File: config.mk
export PLATFORM = sky130hd
export DESIGN_NAME = jit_demux
export DESIGN_NICKNAME = d
export VERILOG_FILES = /design/src/rtl/jit_demux.sv
export SDC_FILE = /design/constraint.sdc
export NUM_CORES = 1
export LEC_CHECK = 0
export CAP_MARGIN = 15
export CORE_MARGIN = 1.5
export CORE_UTILIZATION = 41
export CTS_CLUSTER_SIZE = 28
export DETAILED_ROUTE_END_ITERATION = 7
export PLACE_DENSITY = 0.77
export SYNTH_ARGS = -nofsm -noshare
export SYNTH_HDL_FRONTEND = slang
export SYNTH_SLANG_ARGS = --single-unit
File: constraint.sdc
create_clock -name ACLK -period 3.9 [get_ports ACLK]
set_input_delay 1.17 -clock ACLK [delete_from_list [all_inputs] [get_ports ACLK]]
set_output_delay 1.17 -clock ACLK [all_outputs]
set_load 0.01 [all_outputs]
File: src/rtl/jit_demux.sv
// jit_demux: routes one length-bounded burst from the accelerator result stream to one of three AXI-Stream masters.
// Latency: a word accepted in cycle t is presented on the selected master in cycle t+1; 1 word/cycle sustained.
// Backpressure: the 2-entry buffer absorbs destination stalls; sIn_tready drops only when full with no pop this cycle.
//
// Ports:
//   ACLK, ARESET              clock, synchronous active-high reset
//   START, CONF, LEN          burst request; CONF selects mOut1..3 (0 = none), LEN = word count
//   sIn_*                     slave stream from the accelerator
//   mOut1_*, mOut2_*, mOut3_* master destination streams (only the selected one is ever active)
//   BUSY, DONE, SENT          status: not idle, completion pulse, words delivered in current/last burst
module jit_demux #(
  parameter int DATA_W = 32,
  parameter int LEN_W  = 16
) (
  input  logic              ACLK,
  input  logic              ARESET,
  input  logic              START,
  input  logic [1:0]        CONF,
  input  logic [LEN_W-1:0]  LEN,
  output logic              sIn_tready,
  input  logic              sIn_tvalid,
  input  logic [DATA_W-1:0] sIn_tdata,
  input  logic              mOut1_tready,
  output logic              mOut1_tvalid,
  output logic [DATA_W-1:0] mOut1_tdata,
  input  logic              mOut2_tready,
  output logic              mOut2_tvalid,
  output logic [DATA_W-1:0] mOut2_tdata,
  input  logic              mOut3_tready,
  output logic              mOut3_tvalid,
  output logic [DATA_W-1:0] mOut3_tdata,
  output logic              BUSY,
  output logic              DONE,
  output logic [LEN_W-1:0]  SENT
);

  typedef enum logic [1:0] {IDLE, RUN, DRAIN} state_t;

  state_t             state;
  logic [1:0]         conf_q;
  // The remaining counter is the burst's latched length: loaded from LEN, counted down per accept.
  logic [LEN_W-1:0]   rem_q;
  logic [LEN_W-1:0]   sent_q;
  logic               done_q;

  // Two-entry buffer: one-bit pointers, count in 0..2.
  logic [DATA_W-1:0]  mem [2];
  logic               rd_ptr;
  logic               wr_ptr;
  logic [1:0]         count;

  logic               sel_ready;
  logic               fifo_nonempty;
  logic               pop;
  logic               push;
  logic               in_ready;
  logic [DATA_W-1:0]  head;

  // Only the selected destination's tready is looked at; the others are don't-care.
  always_comb begin
    sel_ready = 1'b0;
    case (conf_q)
      2'd1:    sel_ready = mOut1_tready;
      2'd2:    sel_ready = mOut2_tready;
      2'd3:    sel_ready = mOut3_tready;
      default: sel_ready = 1'b0;
    endcase
  end

  assign fifo_nonempty = (count != 2'd0);
  assign head          = mem[rd_ptr];
  assign pop           = fifo_nonempty && sel_ready;
  // Full buffer still accepts when the head leaves in the same cycle, keeping 1 word/cycle.
  assign in_ready      = (state == RUN) && ((count != 2'd2) || pop);
  assign push          = sIn_tvalid && in_ready;

  always_ff @(posedge ACLK) begin
    if (push) begin
      mem[wr_ptr] <= sIn_tdata;
    end
  end

  always_ff @(posedge ACLK) begin
    if (ARESET) begin
      state  <= IDLE;
      conf_q <= 2'd0;
      rem_q  <= '0;
      sent_q <= '0;
      done_q <= 1'b0;
      rd_ptr <= 1'b0;
      wr_ptr <= 1'b0;
      count  <= 2'd0;
    end else begin
      done_q <= 1'b0;

      if (push) wr_ptr <= ~wr_ptr;
      if (pop)  rd_ptr <= ~rd_ptr;
      case ({push, pop})
        2'b10:   count <= count + 2'd1;
        2'b01:   count <= count - 2'd1;
        default: count <= count;
      endcase

      if (pop) sent_q <= sent_q + LEN_W'(1);

      case (state)
        IDLE: begin
          if (START) begin
            if ((CONF != 2'd0) && (LEN != '0)) begin
              conf_q <= CONF;
              rem_q  <= LEN;
              sent_q <= '0;
              state  <= RUN;
            end else begin
              // Degenerate request: acknowledge immediately, nothing to move.
              done_q <= 1'b1;
            end
          end
        end
        RUN: begin
          if (push) begin
            rem_q <= rem_q - LEN_W'(1);
            if (rem_q == LEN_W'(1)) state <= DRAIN;
          end
        end
        DRAIN: begin
          // The edge that empties the buffer ends the burst; DONE is high in the following cycle.
          if (!fifo_nonempty || (pop && (count == 2'd1))) begin
            state  <= IDLE;
            done_q <= 1'b1;
          end
        end
        default: state <= IDLE;
      endcase
    end
  end

  // Outputs are forced low while reset is held so nothing leaks before the first reset edge.
  assign sIn_tready   = in_ready && !ARESET;
  assign mOut1_tvalid = !ARESET && (conf_q == 2'd1) && fifo_nonempty;
  assign mOut2_tvalid = !ARESET && (conf_q == 2'd2) && fifo_nonempty;
  assign mOut3_tvalid = !ARESET && (conf_q == 2'd3) && fifo_nonempty;
  assign mOut1_tdata  = mOut1_tvalid ? head : '0;
  assign mOut2_tdata  = mOut2_tvalid ? head : '0;
  assign mOut3_tdata  = mOut3_tvalid ? head : '0;
  assign BUSY         = !ARESET && (state != IDLE);
  assign DONE         = !ARESET && done_q;
  assign SENT         = sent_q;

endmodule

==> metrics.txt <==
IO buf count 174; TritonCTS Buffers 9; clk_lat worst skew 0.34 ns; status complete, no violations; Yosys cell types 55; DP HPWL 9.29 mm; slowest CP cell clkdlybuf4s50_1; largest area contributor in the netlist edfxtp_1; Layout area overhead 44.3%; ANT nets after route 0; Starting Density 42.0%; drt first pass iters 4; Pint 0.00183 W; r2r setup slk 1.35 ns; DR vias 4407; # DRC 0; Setup CP Type input port to output pin; dominant synthesized flop cell edfxtp_1; CP Launch Type input port; Seq/Total Area, Yosys 54.8%; Final Hold Viols 0; Worst EP required 2.73 ns; Site Rows 40; Die X-Extent 114 µm; initial antenna violation count 0; Global Route Usage Sum 19.9%; CTS tree done; Cells after Synth 510; Via density 5.28; Pwr Total 0.00244 W; critical path cell sequence clkdlybuf4s50_1 -> mux2i_1 -> o221a_2 -> nor3_2 -> dlygate4sd2_1; RSZ-0062 raised after global routing false; design area 0.00727 mm²; NetSw 0.000615 W; Routed WL 12.9 mm; Die Y-Extent 114 µm; worst slew pin tran 0.580 ns; slew margin rel. 61.4%; Placed Cells 816; worst r2r path cells 10; area share of the largest cell type after synthesis 38.1%; Max Fclk 268 MHz; die area 0.0130 mm²; Syn Nets 574; Comb power frac 14.4%; nets 746; register bit total from synthesis 106; Cell Area, Placed 0.00704 mm²; crit-path leading delay family buffers and inverters; switch share 25.2%; 1st-iter DRT viols 233; CTS Hold Bufs 0; routed len/inst 15.4 µm; Crit path largest cell delay 0.46 ns; CP max FO 2; final setup vio count 0; worst ir drop on vdd 0.325 mV; min Tclk post-route 3.73 ns; Max Cap Viol 0; Cell Area, Synth 0.00504 mm²; Final TNS setup 0 ns; H-tree depth 3; Final GP Congestion 0.874; ant diodes 0; critical path capture point type output pin; pin count of the biggest net entering global routing 35; Slew Viols, Final 0; Area contributors post-synth edfxtp_1 38%, dfxtp_1 17%, nor2_1 10%; share of cells above drive strength 1 8.44%; Num Clock Sinks 106; critical path depth in cells 5; CTS Buffer Depth 2; Syn Area/Cell 9.89 µm²; number of flops mapped to enable cells by yosys 64; part of the power in registers 51.5%; leakage power 2.94 nW; pwr dens 336 mW/mm²; Worst Skew 0.00967 ns; Top Ports 175; critical path arrival 2.56 ns; Hold Path Depth 2; fraction of registers with async set/reset 0%; Ys Warns 0; Buf/Inv on CP 2; CORE AREA 0.0120 mm²; clock network power share 34.1%; HP Class flip-flop to flip-flop; grt ovf 0; clk slew on worst S/H paths 0.06 ns; Non-Filler Instances 834; Clock Tree Root clkbuf_16; final cycle utilization of the critical path 95.7%; first-pass GRT wire length 20.6 mm; vias in the first global route 4230
[final cells by class]
cell class / count / area [µm²]
fillers: 1026 / 4740
flip-flops and latches: 106 / 2760
multi-input cells: 363 / 2140
repair buffers: 190 / 1860
clock buffers: 10 / 229
well taps: 147 / 184
clock inverters: 6 / 50.0
inverters: 12 / 45.0
[logic make-up after synthesis]
group,Yosys count,synth area share [%]
and+or+nand+nor,232,21.1
muxes,36,7.15
DFF,106,54.8
buffers and inverters,41,3.18
AOI/OAI and AO/OA,69,8.78
xor gates and xnor gates,19,3.30
adders and majority gates,7,1.74
[sequential cells by signal, summed over array words and instances, names as in the netlist, named ones only]
name	cells
count	2
state	2
SENT	16
rd_ptr	1
wr_ptr	1
rem_q	16
conf_q	2
mem	64
done_q	1
[final timing paths]
kind                              startpoint         end
worst max-delay path            mOut2_tready  sIn_tready
worst min-delay path               rem_q[15]   rem_q[15]
worst max register to register      count[0]    count[1]
worst min register to register     rem_q[15]   rem_q[15]
[cell usage after synthesis, drive strengths merged, types with 2 or more instances]
library cell and instances:
or4 3, a22o 2, dfxtp 42, buf 6, o22ai 3, clkbuf 23
a21o 2, nor2 138, a21oi 29, edfxtp 64, or2 4, nand2 28
nor3 9, xor2 6, ha 7, and2 2, mux2i 36, inv 12
and4 2, o21ai 17, nor4 13, and3 2, o32ai 3, xnor2 13
nand4 2, nor2b 2, nand3 11, nand3b 2, nand2b 7, nor3b 3
[power by group through the flow]
| stage | logic [W] | registers [W] | clock network (W) |
|---|---|---|---|
| 3_5_place_dp | 0.000348 | 0.00128 | 0 |
| 4_1_cts | 0.000350 | 0.00126 | 0.000855 |
| 2_1_floorplan | 0.000206 | 0.00127 | 0 |
| 5_1_grt | 0.000386 | 0.00126 | 0.000896 |
| 6_report | 0.000351 | 0.00126 | 0.000834 |
| 3_3_place_gp | 0.000336 | 0.00128 | 0 |
[worst reg2reg max path: stages (launching register included)]
cell and delay, ns:
dfxtp_1 0.38, inv_1 0.08, ha_1 0.29, or2_1 0.27
o221a_2 0.28, buf_4 0.16, or2_2 0.37, ha_1 0.24
xor2_1 0.15, nor2_1 0.06, a211oi_1 0.18
[routing by layer]
metal	global-route usage, %	wire length [µm]	up-vias
li1	-	-	2130
met1	23.0	5210	2083
met2	36.4	6500	170
met3	3.77	842	24
met4	7.75	316	0
met5	0	0	-
[cell usage in the layout (no fill, tap or decap), drive strengths merged, types with 3 or more instances in the layout]
cell type / netlist / layout
nand3: 11 / 11
or2: 4 / 4
dlygate4sd2: 0 / 81
xnor2: 13 / 13
nand2: 28 / 28
clkinv: 0 / 4
xor2: 6 / 6
clkbuf: 23 / 12
o32ai: 3 / 3
nor3b: 3 / 3
inv: 12 / 14
nor3: 9 / 9
edfxtp: 64 / 64
clkdlybuf4s50: 0 / 76
nor4: 13 / 13
ha: 7 / 7
or4: 3 / 3
o22ai: 3 / 3
nand2b: 7 / 7
buf: 6 / 15
nor2: 138 / 138
mux2i: 36 / 36
clkdlybuf4s15: 0 / 14
dfxtp: 42 / 42
a21oi: 29 / 29
o21ai: 17 / 17
[through the flow]
stage,setup slack [ns],hold slack (ns),utilization [%]
detailed placement,-0.201,0.477,58.6
finish,0.168,0.485,60.6
global placement,-0.223,0.465,58.6
floorplan,0.0534,0.453,-
CTS,0.000463,0.490,60.6
global route,0.132,0.516,60.6
[what timing repair did]
action	4_1_cts	5_1_grt
resized for setup	129	3
pin swaps	0	1
buffers inserted	1	0
cloned	1	0
endpoints found under the hold margin	0	0
endpoints found under the setup margin	101	20
Note: power is estimated with default switching activity, not from simulation.
